==> config.mk <==
export PLATFORM = sky130hd
export DESIGN_NAME = noise_wr_ctrl
export DESIGN_NICKNAME = d
export VERILOG_FILES = /design/src/rtl/noise_wr_ctrl.sv
export SDC_FILE = /design/constraint.sdc
export NUM_CORES = 1
export LEC_CHECK = 0
export ABC_AREA = 1
export CAP_MARGIN = 10
export CORE_MARGIN = 5
export CORE_UTILIZATION = 30
export CTS_CLUSTER_DIAMETER = 40
export DETAILED_ROUTE_END_ITERATION = 7
export GPL_ROUTABILITY_DRIVEN = 1
export GPL_TIMING_DRIVEN = 0
export PLACE_DENSITY = 0.54
export SLEW_MARGIN = 20
export SYNTH_ARGS = -nofsm -noshare
export SYNTH_HDL_FRONTEND = slang
export SYNTH_SLANG_ARGS = --single-unit
==> constraint.sdc <==
create_clock -name clk -period 1.8 [get_ports clk]
set_clock_uncertainty 0.05 [all_clocks]
set_input_delay 0.18 -clock clk [delete_from_list [all_inputs] [get_ports clk]]
set_output_delay 0.18 -clock clk [all_outputs]
set_load 0.01 [all_outputs]
==> src/rtl/noise_wr_ctrl.sv <==
// Noise sample buffer writer: skips, then stores a programmed
// number of ADC samples into the noise RAM write port.
module noise_wr_ctrl #(
    parameter int AW = 12,
    parameter int DW = 16,
    parameter int SW = 8
) (
    input  logic          clk,
    input  logic          rst_n,
    input  logic          start,
    input  logic          abort,
    input  logic [SW-1:0] skip_num,
    input  logic [AW-1:0] wr_len,
    input  logic          sample_valid,
    input  logic [DW-1:0] sample_data,
    output logic          ram_we,
    output logic [AW-1:0] ram_addr,
    output logic [DW-1:0] ram_data,
    output logic          busy,
    output logic          done,
    output logic [AW:0]   wr_count
);

    typedef enum logic [1:0] {
        S_IDLE,
        S_SKIP,
        S_WRITE,
        S_DONE
    } state_e;

    state_e        state_q, state_d;
    logic [SW-1:0] skip_cnt_q, skip_cnt_d;
    logic [AW:0]   len_q, len_d;
    logic [AW:0]   wr_count_q, wr_count_d;
    logic [AW-1:0] wr_ptr_q, wr_ptr_d;
    logic [AW-1:0] ram_addr_q, ram_addr_d;
    logic [DW-1:0] ram_data_q, ram_data_d;
    logic          ram_we_q, ram_we_d;

    logic          start_ok;
    logic          skip_go;
    logic          wr_go;
    logic          last_wr;
    logic [AW:0]   wr_count_inc;

    // Strobe qualifiers: abort suppresses any strobe in the same cycle
    always_comb begin
        start_ok     = start &&
                       (state_q == S_IDLE || state_q == S_DONE);
        skip_go      = (state_q == S_SKIP) && !abort && sample_valid;
        wr_go        = (state_q == S_WRITE) && !abort && sample_valid;
        wr_count_inc = wr_count_q + 1'b1;
        last_wr      = wr_go && (wr_count_inc == len_q);
    end

    // State and datapath registers
    always_ff @(posedge clk or negedge rst_n) begin
        if (!rst_n) begin
            state_q    <= S_IDLE;
            skip_cnt_q <= '0;
            len_q      <= '0;
            wr_count_q <= '0;
            wr_ptr_q   <= '0;
            ram_addr_q <= '0;
            ram_data_q <= '0;
            ram_we_q   <= 1'b0;
        end else begin
            state_q    <= state_d;
            skip_cnt_q <= skip_cnt_d;
            len_q      <= len_d;
            wr_count_q <= wr_count_d;
            wr_ptr_q   <= wr_ptr_d;
            ram_addr_q <= ram_addr_d;
            ram_data_q <= ram_data_d;
            ram_we_q   <= ram_we_d;
        end
    end

    // Next-state: start wins over abort when not capturing
    always_comb begin
        state_d = state_q;
        unique case (state_q)
            S_IDLE, S_DONE: begin
                if (start_ok)
                    state_d = (skip_num != '0) ? S_SKIP : S_WRITE;
            end
            S_SKIP: begin
                if (abort)
                    state_d = S_IDLE;
                else if (skip_go && skip_cnt_q == SW'(1))
                    state_d = S_WRITE;
            end
            S_WRITE: begin
                if (abort)
                    state_d = S_IDLE;
                else if (last_wr)
                    state_d = S_DONE;
            end
            default: state_d = S_IDLE;
        endcase
    end

    // Datapath: latch parameters on start, register one write per strobe
    always_comb begin
        skip_cnt_d = skip_cnt_q;
        len_d      = len_q;
        wr_count_d = wr_count_q;
        wr_ptr_d   = wr_ptr_q;
        ram_addr_d = ram_addr_q;
        ram_data_d = ram_data_q;
        ram_we_d   = 1'b0;
        if (start_ok) begin
            skip_cnt_d = skip_num;
            len_d      = (wr_len == '0) ? {1'b1, {AW{1'b0}}}
                                        : {1'b0, wr_len};
            wr_count_d = '0;
            wr_ptr_d   = '0;
            ram_addr_d = '0;
        end else if (skip_go) begin
            skip_cnt_d = skip_cnt_q - 1'b1;
        end else if (wr_go) begin
            ram_we_d   = 1'b1;
            ram_addr_d = wr_ptr_q;
            ram_data_d = sample_data;
            wr_ptr_d   = wr_ptr_q + 1'b1;
            wr_count_d = wr_count_inc;
        end
    end

    // Outputs: status decoded from state, write port from registers
    always_comb begin
        busy     = (state_q == S_SKIP) || (state_q == S_WRITE);
        done     = (state_q == S_DONE);
        ram_we   = ram_we_q;
        ram_addr = ram_addr_q;
        ram_data = ram_data_q;
        wr_count = wr_count_q;
    end

endmodule

Word level (Yosys, flattened, before mapping)
Index checks and enable logic that the tools add are counted.
W data, S select, Z words.
{"block": "classes", "n_addsub": 3, "eq_ne": 9, "mux": 22, "n_bitwise": 2, "reduce_logical": 19}
{"op": "$mux W12", "n": 6}
{"op": "$mux W13", "n": 4}
{"op": "$mux W8", "n": 2}
{"op": "$add A13 B1 Y13 const B", "n": 1}
{"op": "$eq A13 B13 Y1", "n": 1}
{"op": "$add A12 B1 Y12 const B", "n": 1}
{"op": "$logic_not A12 Y1", "n": 1}
{"op": "$mux W2", "n": 6}
{"op": "$eq A8 B1 Y1 const B", "n": 1}
{"op": "$reduce_bool A8 Y1", "n": 1}
{"op": "$sub A8 B1 Y8 const B", "n": 1}
{"op": "$logic_and A1 B1 Y1", "n": 7}
{"op": "$ne A3 B3 Y1 const B", "n": 2}
{"op": "$pmux W2 S3", "n": 1}
{"op": "$reduce_and A3 Y1", "n": 2}
{"op": "$eq A2 B2 Y1 const B", "n": 2}
{"op": "$ne A2 B2 Y1 const B", "n": 2}
{"op": "$reduce_bool A2 Y1", "n": 2}
{"op": "$mux W1", "n": 3}
{"op": "$eq A2 B1 Y1 const B", "n": 1}
{"op": "$logic_not A2 Y1", "n": 1}
{"op": "$logic_or A1 B1 Y1", "n": 2}
{"op": "$not A1 Y1", "n": 2}
{"op": "$reduce_and A2 Y1", "n": 1}
{"op": "other kinds (2)", "n": 2}
{"block": "word_totals", "ff_bits": 77, "in_bits": 41, "output_inout_bits": 44, "word_cells": 63}

Logic depth before layout (Yosys ltp)
Gate-level depths: netlist of run 1.
{"block": "logic_depth", "word_depth": 7, "ltp_mapped": 16, "depth_no_buf": 16}

Worst setup path after synthesis of run 1
OpenSTA, ideal clock, no wires.
{"block": "synth_timing", "kind": "register -> register", "startpoint": "register state_q[0]", "endpoint": "register wr_ptr_q[9]", "setup_time_ns": 0.123, "arrival_ns": 1.703, "required_ns": 1.627, "slack_ns": -0.076, "path_stages_with_launch": 12, "path_buffers": 0, "period_less_slack_ns": 1.876, "path_cell_list": "dfrtp_1 -> inv_1 -> ha_1 -> nand2_2 -> clkinv_2 -> a21oi_4 -> nor3_4 -> nand3_1 -> nor2_2 -> nand2_1 -> o21ai_0 -> a21oi_1"}
{"block": "synth_between", "elab_chain_cells": 5, "elab_cells_between_ends": 14, "cone_classes": "4 x eq/ne; 1 x mux; 9 x reduce/logical"}
{"item": "start, declared", "line_no": "31", "rtl": "state_e state_q, state_d;"}
{"item": "start signal, assigned", "line_no": "68", "rtl": "state_q <= state_d;"}
{"item": "$eq A2 B2 Y1 (tied with other cells)", "line_no": "49", "rtl": "(state_q == S_IDLE || state_q == S_DONE);"}
{"item": "$logic_or A1 B1 Y1 (tied with other cells)", "line_no": "49"}
{"item": "$logic_and A1 B1 Y1 (on tied branches)", "line_no": "48, 50, 51"}
{"item": "$ne A2 B2 Y1 (no source line) / $reduce_bool A2 Y1 (equally long branches)"}
{"item": "$reduce_and A2 Y1 (no source line)"}
{"item": "end signal, assigned", "line_no": "72", "rtl": "wr_ptr_q <= wr_ptr_d;"}
{"item": "end, declared", "line_no": "35", "rtl": "logic [AW-1:0] wr_ptr_q, wr_ptr_d;"}
Several ways; a longest one is shown, not always the timed one.
A chain may end at the register's enable or synchronous reset.

Worst setup path after layout of run 1
{"block": "layout_timing", "startpoint": "register wr_count_q[0], in the netlist wr_count[0]", "endpoint": "register state_q[0]"}
{"block": "layout_between", "elab_chain_cells": 5}
{"item": "start, declared", "line_no": "34", "rtl": "logic [AW:0] wr_count_q, wr_count_d;"}
{"item": "start signal, assigned", "line_no": "71", "rtl": "wr_count_q <= wr_count_d;"}
{"item": "$add A13 B1 Y13", "line_no": "52", "rtl": "wr_count_inc = wr_count_q + 1'b1;"}
{"item": "$eq A13 B13 Y1", "line_no": "53", "rtl": "last_wr = wr_go && (wr_count_inc == len_q);"}
{"item": "$logic_and A1 B1 Y1", "line_no": "53"}
{"item": "$ne A3 B3 Y1 (no source line)"}
{"item": "$reduce_and A3 Y1 (no source line)"}
Every way passes these cells.

==> impl_metrics.py, run 1 <==
metrics = {
    "routing": {
        "final_antenna_net_count": 0,
        "dr_total_vias": 3730,
        "drtIter0Drc": 138,
        "firstDrtPassIters": 4,
        "finalWirelength_um": 11600,
        "wl_per_cell_um": 14.5,
        "viasPerCell": 4.65,
        "drc": 0,
    },
    "critical_path": {
        "critPathBufInv": 1,
        "crit_top_cell": "nand2_1",
        "r2r_start": "wr_count[0]",
        "crit_fanout": 3,
        "max_stage_delay_ps": 400,
        "worstPathCellList": "buf_4, nand3_2, nor2_4, nand2_1, nand3_1, nand2_1, nor2_1, nand2_1, nor2_2, nand2_2, nand2_2, nand2_2, nand2_1, nand2_1",
        "slowest_stage": "dfrtp_2",
        "rr_worst_depth": 14,
        "critPathTopFamily": "simple AND/OR/NAND/NOR gates",
        "r2r_slack_ps": -120,
        "r2r-end": "state_q[0]",
        "cp.arrival_ps": 2110,
        "crit_required_ps": 1990,
        "start_kind": "flip-flop",
        "end_kind": "flip-flop",
        "worstSetupPathType": "reg2reg",
    },
    "flow_run": {
        "maxCapViolCount": 0,
    },
    "timing": {
        "rsz0062_at_grt": "true",
        "fin_tns_setup_ps": -3180,
        "holdWs_ps": 237,
        "clock.fmax_mhz": 520,
        "finalSetupViolations": 47,
        "maxSlewViolCount": 0,
        "tightest_slew_ps": 405,
        "slew_headroom_pct": 72.7,
        "hold_viol_final": 0,
        "worst_slack_ps": -123,
        "fin_crit_sh_pct": 107,
        "min_period_ps": 1920,
    },
    "logic_synthesis": {
        "ys_ff_latch": 77,
        "syn_nets": 538,
        "synth_edf_count": 0,
        "async_flop_share_pct": 100,
        "syn-instance-count": 490,
        "synth.avg_cell_area_um2": 7.97,
        "synthesis.area_um2": 3910,
        "yosys_warnings": 0,
        "seq_area_frac_synth_pct": 49.3,
        "ys.flop_type": "dfrtp_1",
        "synth_cell_types": 35,
    },
    "clock_network": {
        "clockBufferDepth": 2,
        "cts_tree": "built",
        "root_buffer": "clkbuf_16",
        "htree_num_levels": 3,
        "numCtsBuffers": 9,
        "clock-sinks": 77,
        "clkLatencyLatePin_ps": 340,
        "clk_pin_slew_ps": 70,
    },
    "finish": {
        "layout-drive-gt1-share_pct": 27.3,
        "n_antenna_cell": 0,
        "fin_util_pct": 48.7,
        "most-common-layout-cells": "137 x nand2_1, 80 x clkdlybuf4s50_1, 73 x dfrtp_1, 49 x inv_1",
        "areaGrowthSynthToFinish_pct": 58.0,
        "final_common_cell": "nand2_1",
        "stdcell_count": 802,
        "final_cell_area_um2": 6170,
        "finalNetCount": 673,
    },
    "floorplan": {
        "die-area_um2": 15400,
        "pin_count": 85,
        "core_area_um2": 12700,
        "die_x_um": 124,
        "start_util_pct": 30.8,
        "std_cell_rows": 41,
        "die_y_um": 124,
    },
    "power": {
        "ir_worst_vdd_mv": 0.755,
        "power_density_nw_per_um2": 1270,
        "p_leak_nw": 2.79,
        "power.total_mw": 7.82,
    },
    "status": {
        "status": "finished, violations left",
        "violations": "negative setup slack",
    },
    "place": {
        "place_inst": 747,
        "port-buffer-count": 84,
        "postPlaceCellArea_um2": 5010,
        "gp_congestion": 0.797,
        "hpwlAfterDp_um": 7840,
        "pre_cts_ws_ps": -528,
    },
    "global_route": {
        "grt_pass1_vias": 3741,
        "grt_usage_pct": 15.1,
        "antenna_found_initial": 0,
        "grt_start_max_net_pins": 55,
        "gr-total-overflow": 0,
        "grt_first_pass_wirelength_um": 18000,
    },
    "worst_hold_path": {
        "hp-class": "in2async",
    },
}
-- synthesized netlist by cell type, drive strengths merged, types with 3 or more instances --
cell type / instances / area [um^2]
clkbuf: 5 / 18.8
ha: 7 / 87.6
nand3: 37 / 190
nand2: 171 / 657
o22ai: 6 / 37.5
nor2: 39 / 196
xnor2: 3 / 26.3
o21ai: 36 / 180
nand4: 6 / 37.5
nor4: 6 / 52.6
buf: 6 / 28.8
dfrtp: 77 / 1930
inv: 56 / 210
nor3: 6 / 63.8
a21oi: 16 / 91.3
-- report_power, final --
group | leakage (nW) | switching [mW] | internal (mW)
combinational | 1.63 | 1.67 | 1.63
clock | 0.144 | 0.769 | 1.22
sequential | 1.01 | 0.343 | 2.19
total | 2.79 | 2.78 | 5.04
-- routing by layer --
layer | track usage, % | wire length [um]
met5 | 0 | 0
met4 | 5.20 | 155
met3 | 3.91 | 443
met2 | 24.9 | 5840
met1 | 19.4 | 5190
-- worst register-to-register path: stages, from the launching register on --
cell,delay [ps]
dfrtp_2,400
buf_4,140
nand3_2,150
nor2_4,180
nand2_1,90
nand3_1,100
nand2_1,60
nor2_1,80
nand2_1,80
nor2_2,130
nand2_2,90
nand2_2,90
nand2_2,60
nand2_1,70
nand2_1,50
-- what timing repair did --
action / in CTS / in global routing
hold endpoints to repair: 23 / 0
setup buffers: 24 / 13
hold buffers: 1 / 0
gates resized for setup: 48 / 112
pin swaps: 10 / 26
cloned: 1 / 4
endpoints found under the setup margin: 65 / 67
-- layout make-up --
| cell class | instances | area (um^2) |
|---|---|---|
| fill | 1242 | 6500 |
| inverter | 58 | 240 |
| sequential | 77 | 1930 |
| tap | 172 | 215 |
| clock inverter | 7 | 98.8 |
| buffer | 10 | 130 |
| timing repair buffer | 125 | 1300 |
| multi-input combinational | 344 | 2030 |
| clock buffer | 9 | 225 |
-- logic make-up after synthesis --
kind of cell,Yosys count,share of synthesized area (%)
AOI/OAI and AO/OA,66,9.67
xor gates and xnor gates,5,1.12
adders and majority gates,7,2.24
buffers and inverters,69,6.82
DFF,77,49.3
and+or+nand+nor,266,30.8
-- sequential cells by signal, indices dropped and copies added (netlist names) --
name / flops
state_q: 2
ram_addr: 12
wr_count: 13
wr_ptr_q: 12
ram_we: 1
skip_cnt_q: 8
len_q: 13
ram_data: 16
-- worst max-delay path by stage --
stage,start,end,slack [ps],cells past startpoint
after floorplan,state_q[0],wr_ptr_q[9],-5,11
after global placement,rst_n,ram_data[12],-2440,1
after detailed placement,state_q[0],ram_data[0],-530,9
after CTS,state_q[0],wr_ptr_q[9],-130,11
after global routing,wr_count[0],state_q[1],-250,14
final,wr_count[0],state_q[0],-120,14
Power figures use the tool's default switching activity.
==> run 2: changes to the inputs <==
--- a/config.mk
+++ b/config.mk
@@ -5,7 +5,6 @@
 export SDC_FILE = /design/constraint.sdc
 export NUM_CORES = 1
 export LEC_CHECK = 0
-export ABC_AREA = 1
 export CAP_MARGIN = 10
 export CORE_MARGIN = 5
 export CORE_UTILIZATION = 30
@@ -13,7 +12,8 @@
 export DETAILED_ROUTE_END_ITERATION = 7
 export GPL_ROUTABILITY_DRIVEN = 1
 export GPL_TIMING_DRIVEN = 0
-export PLACE_DENSITY = 0.54
+export PLACE_DENSITY = 0.52
+export RECOVER_POWER = 25
 export SLEW_MARGIN = 20
 export SYNTH_ARGS = -nofsm -noshare
 export SYNTH_HDL_FRONTEND = slang
==> constraint.sdc (replaced) <==
create_clock -name clk -period 2.46 [get_ports clk]
set_clock_uncertainty 0.05 [all_clocks]
set_input_delay 0.246 -clock clk [delete_from_list [all_inputs] [get_ports clk]]
set_output_delay 0.246 -clock clk [all_outputs]
set_load 0.01 [all_outputs]
==> run 2 against run 1 <==
Net effect: the flow still finishes with violations (negative setup slack); setup slack better by 67 ps; register-to-register slack better by 70 ps; via count is 13% lower.
==> impl_metrics.py, run 2 <==
metrics = {
    "place": {
        "place_inst": 656,
        "pre_cts_ws_ps": -734,
        "postPlaceCellArea_um2": 4910,
        "hpwlAfterDp_um": 7300,
        "port-buffer-count": 84,
        "gp_congestion": 0.751,
    },
    "floorplan": {
        "std_cell_rows": 41,
        "pin_count": 85,
        "die_y_um": 123,
        "die-area_um2": 15100,
        "die_x_um": 123,
        "start_util_pct": 30.5,
        "core_area_um2": 12600,
    },
    "critical_path": {
        "max_stage_delay_ps": 560,
        "end_kind": "flip-flop",
        "crit_required_ps": 2640,
        "worstPathCellList": "buf_6, nand3_4, or2_4, o41a_1, or4_4, or4_4, a21o_1",
        "crit_fanout": 3,
        "rr_worst_depth": 7,
        "crit_path_end": "state_q[1]",
        "r2r_start": "wr_count[2]",
        "cp.arrival_ps": 2690,
        "slowest_stage": "or4_4",
        "crit_top_cell": "or4_4",
        "start_kind": "flip-flop",
        "r2r_slack_ps": -60,
        "r2r-end": "state_q[1]",
        "worstSetupPathType": "reg2reg",
        "startpoint": "wr_count[2]",
    },
    "timing": {
        "slew_headroom_pct": 51.3,
        "rsz0062_at_grt": "true",
        "finalSetupViolations": 2,
        "worst_slack_ps": -56.1,
        "maxSlewViolCount": 0,
        "holdWs_ps": 416,
        "fin_crit_sh_pct": 102,
        "hold_viol_final": 0,
        "tightest_slew_ps": 731,
        "clock.fmax_mhz": 397,
        "min_period_ps": 2520,
    },
    "clock_network": {
        "numCtsBuffers": 9,
        "clkLatencyLatePin_ps": 330,
        "clock-sinks": 77,
        "clockBufferDepth": 2,
        "root_buffer": "clkbuf_16",
        "cts_tree": "built",
        "clk_pin_slew_ps": 60,
        "htree_num_levels": 3,
    },
    "routing": {
        "drtIter0Drc": 138,
        "wl_per_cell_um": 14.7,
        "firstDrtPassIters": 4,
        "dr_total_vias": 3233,
        "final_antenna_net_count": 0,
        "viasPerCell": 4.68,
        "drc": 0,
        "finalWirelength_um": 10200,
    },
    "logic_synthesis": {
        "yosys-top-cells-count": "88 x nand2_1, 77 x dfrtp_1, 32 x nor2_1",
        "ys.flop_type": "dfrtp_1",
        "yosysMostFrequentCell": "nand2_1",
        "syn-instance-count": 399,
        "synth.avg_cell_area_um2": 9.60,
        "synth_top_cell_by_area": "dfrtp_1",
        "yosys_warnings": 0,
        "synth_area_leaders": "dfrtp_1 50%, nand2_1 8.6%, xnor2_1 6.2%",
        "synth_edf_count": 0,
        "synth_cell_types": 44,
        "yosysTopAreaCellShare_pct": 50.3,
        "syn_nets": 447,
        "synthesis.area_um2": 3830,
        "seq_area_frac_synth_pct": 50.3,
        "async_flop_share_pct": 100,
        "ys_ff_latch": 77,
    },
    "finish": {
        "layout-drive-gt1-share_pct": 16.8,
        "n_antenna_cell": 0,
        "areaGrowthSynthToFinish_pct": 43.5,
        "largest_register_ffs": 16,
        "nFillCells": 1211,
        "final_common_cell": "nand2_1",
        "most-common-layout-cells": "87 x nand2_1, 83 x clkdlybuf4s50_1, 67 x dfrtp_1, 32 x nor2_1, 25 x xnor2_1",
        "finalNetCount": 562,
        "final_cell_area_um2": 5500,
        "stdcell_count": 691,
    },
    "status": {
        "violations": "negative setup slack",
        "status": "finished, violations left",
    },
    "global_route": {
        "grt_usage_pct": 14.3,
        "grt_start_max_net_pins": 50,
        "gr-total-overflow": 0,
        "grt_pass1_vias": 3343,
        "grt_first_pass_wirelength_um": 16700,
        "antenna_found_initial": 0,
    },
    "power": {
        "clkPwrFrac_pct": 30.9,
        "power_frac_comb_pct": 33.5,
        "power.total_mw": 5.24,
        "ir_worst_vdd_mv": 0.487,
        "seq_power_share_pct": 35.6,
        "swShare_pct": 31.9,
        "intPower_mw": 3.57,
        "p_leak_nw": 2.27,
        "p_sw_mw": 1.67,
        "power_density_nw_per_um2": 953,
    },
    "flow_run": {
        "maxCapViolCount": 0,
    },
    "worst_hold_path": {
        "hp-class": "in2reg",
    },
}
-- run 2: layer usage --
metal | part of all wire (%) | GRT usage [%] | up-vias
met4 | 1.9 | 6.23 | 0
met3 | 6.4 | 4.44 | 14
met1 | 45 | 18.2 | 1553
li1 | - | - | 1592
met5 | 0 | 0 | -
met2 | 46 | 22.5 | 74
-- run 2: cells by family after synthesis --
kind of cell | Yosys count | synth area share [%]
xor+xnor | 41 | 9.38
buf+inv | 26 | 2.84
simple gates | 181 | 22.4
flops | 77 | 50.3
mux | 16 | 4.70
compound gates | 51 | 8.10
fa+ha+maj | 7 | 2.29
-- run 2: how the worst min path moves through the flow --
stage / start / endpoint / slack [ps] / cells past startpoint
2_1_floorplan: rst_n / len_q[0] / -100 / 0
3_5_place_dp: rst_n / skip_cnt_q[3] / 160 / 1
4_1_cts: rst_n / state_q[0] / 360 / 2
3_3_place_gp: ram_data[6] / ram_data[6] / 440 / 1
5_1_grt: wr_len[8] / len_q[8] / 430 / 3
6_report: wr_len[5] / len_q[5] / 420 / 3
-- run 2: repair_timing --
action                                 CTS  global route
pin swaps                                7             0
endpoints found under the hold margin   28             0
setup endpoints to repair               29            23
resized for setup                       20            11
hold buffers                             1             0
buffers inserted                        12             9
-- run 2: layout make-up --
class / count / area (um^2) / share of cell area (%)
multi-input combinational: 296 / 1870 / 34.0
clock buffer: 9 / 225 / 4.10
inverter: 9 / 33.8 / 0.614
tap: 172 / 215 / 3.91
clock inverter: 7 / 138 / 2.50
sequential: 77 / 1940 / 35.3
timing repair buffer: 107 / 1010 / 18.4
buffer: 14 / 67.6 / 1.23
-- run 2: critical path, delay by kind of cell, from the launching register on --
family                 cells  cell delay [ps]
buffers and inverters      1              110
and+or+nand+nor            4             1400
DFF                        1              360
AOI/OAI and AO/OA          2              480
-- run 2: through the flow --
step                util, %  setup TNS [ps]
floorplan                 -            -389
global placement       38.9         -152040
detailed placement     39.1          -13370
CTS                    43.1           -91.4
global route           43.7            -200
finish                 43.7           -99.4
-- run 2: power groups by stage --
| stage | clock network (mW) | logic [mW] | registers (mW) |
|---|---|---|---|
| 5_1_grt | 1.72 | 1.97 | 1.92 |
| 3_5_place_dp | 0 | 1.70 | 1.88 |
| 4_1_cts | 1.66 | 1.75 | 1.86 |
| 2_1_floorplan | 0 | 0.944 | 1.89 |
| 3_3_place_gp | 0 | 1.68 | 1.86 |
| 6_report | 1.62 | 1.75 | 1.87 |
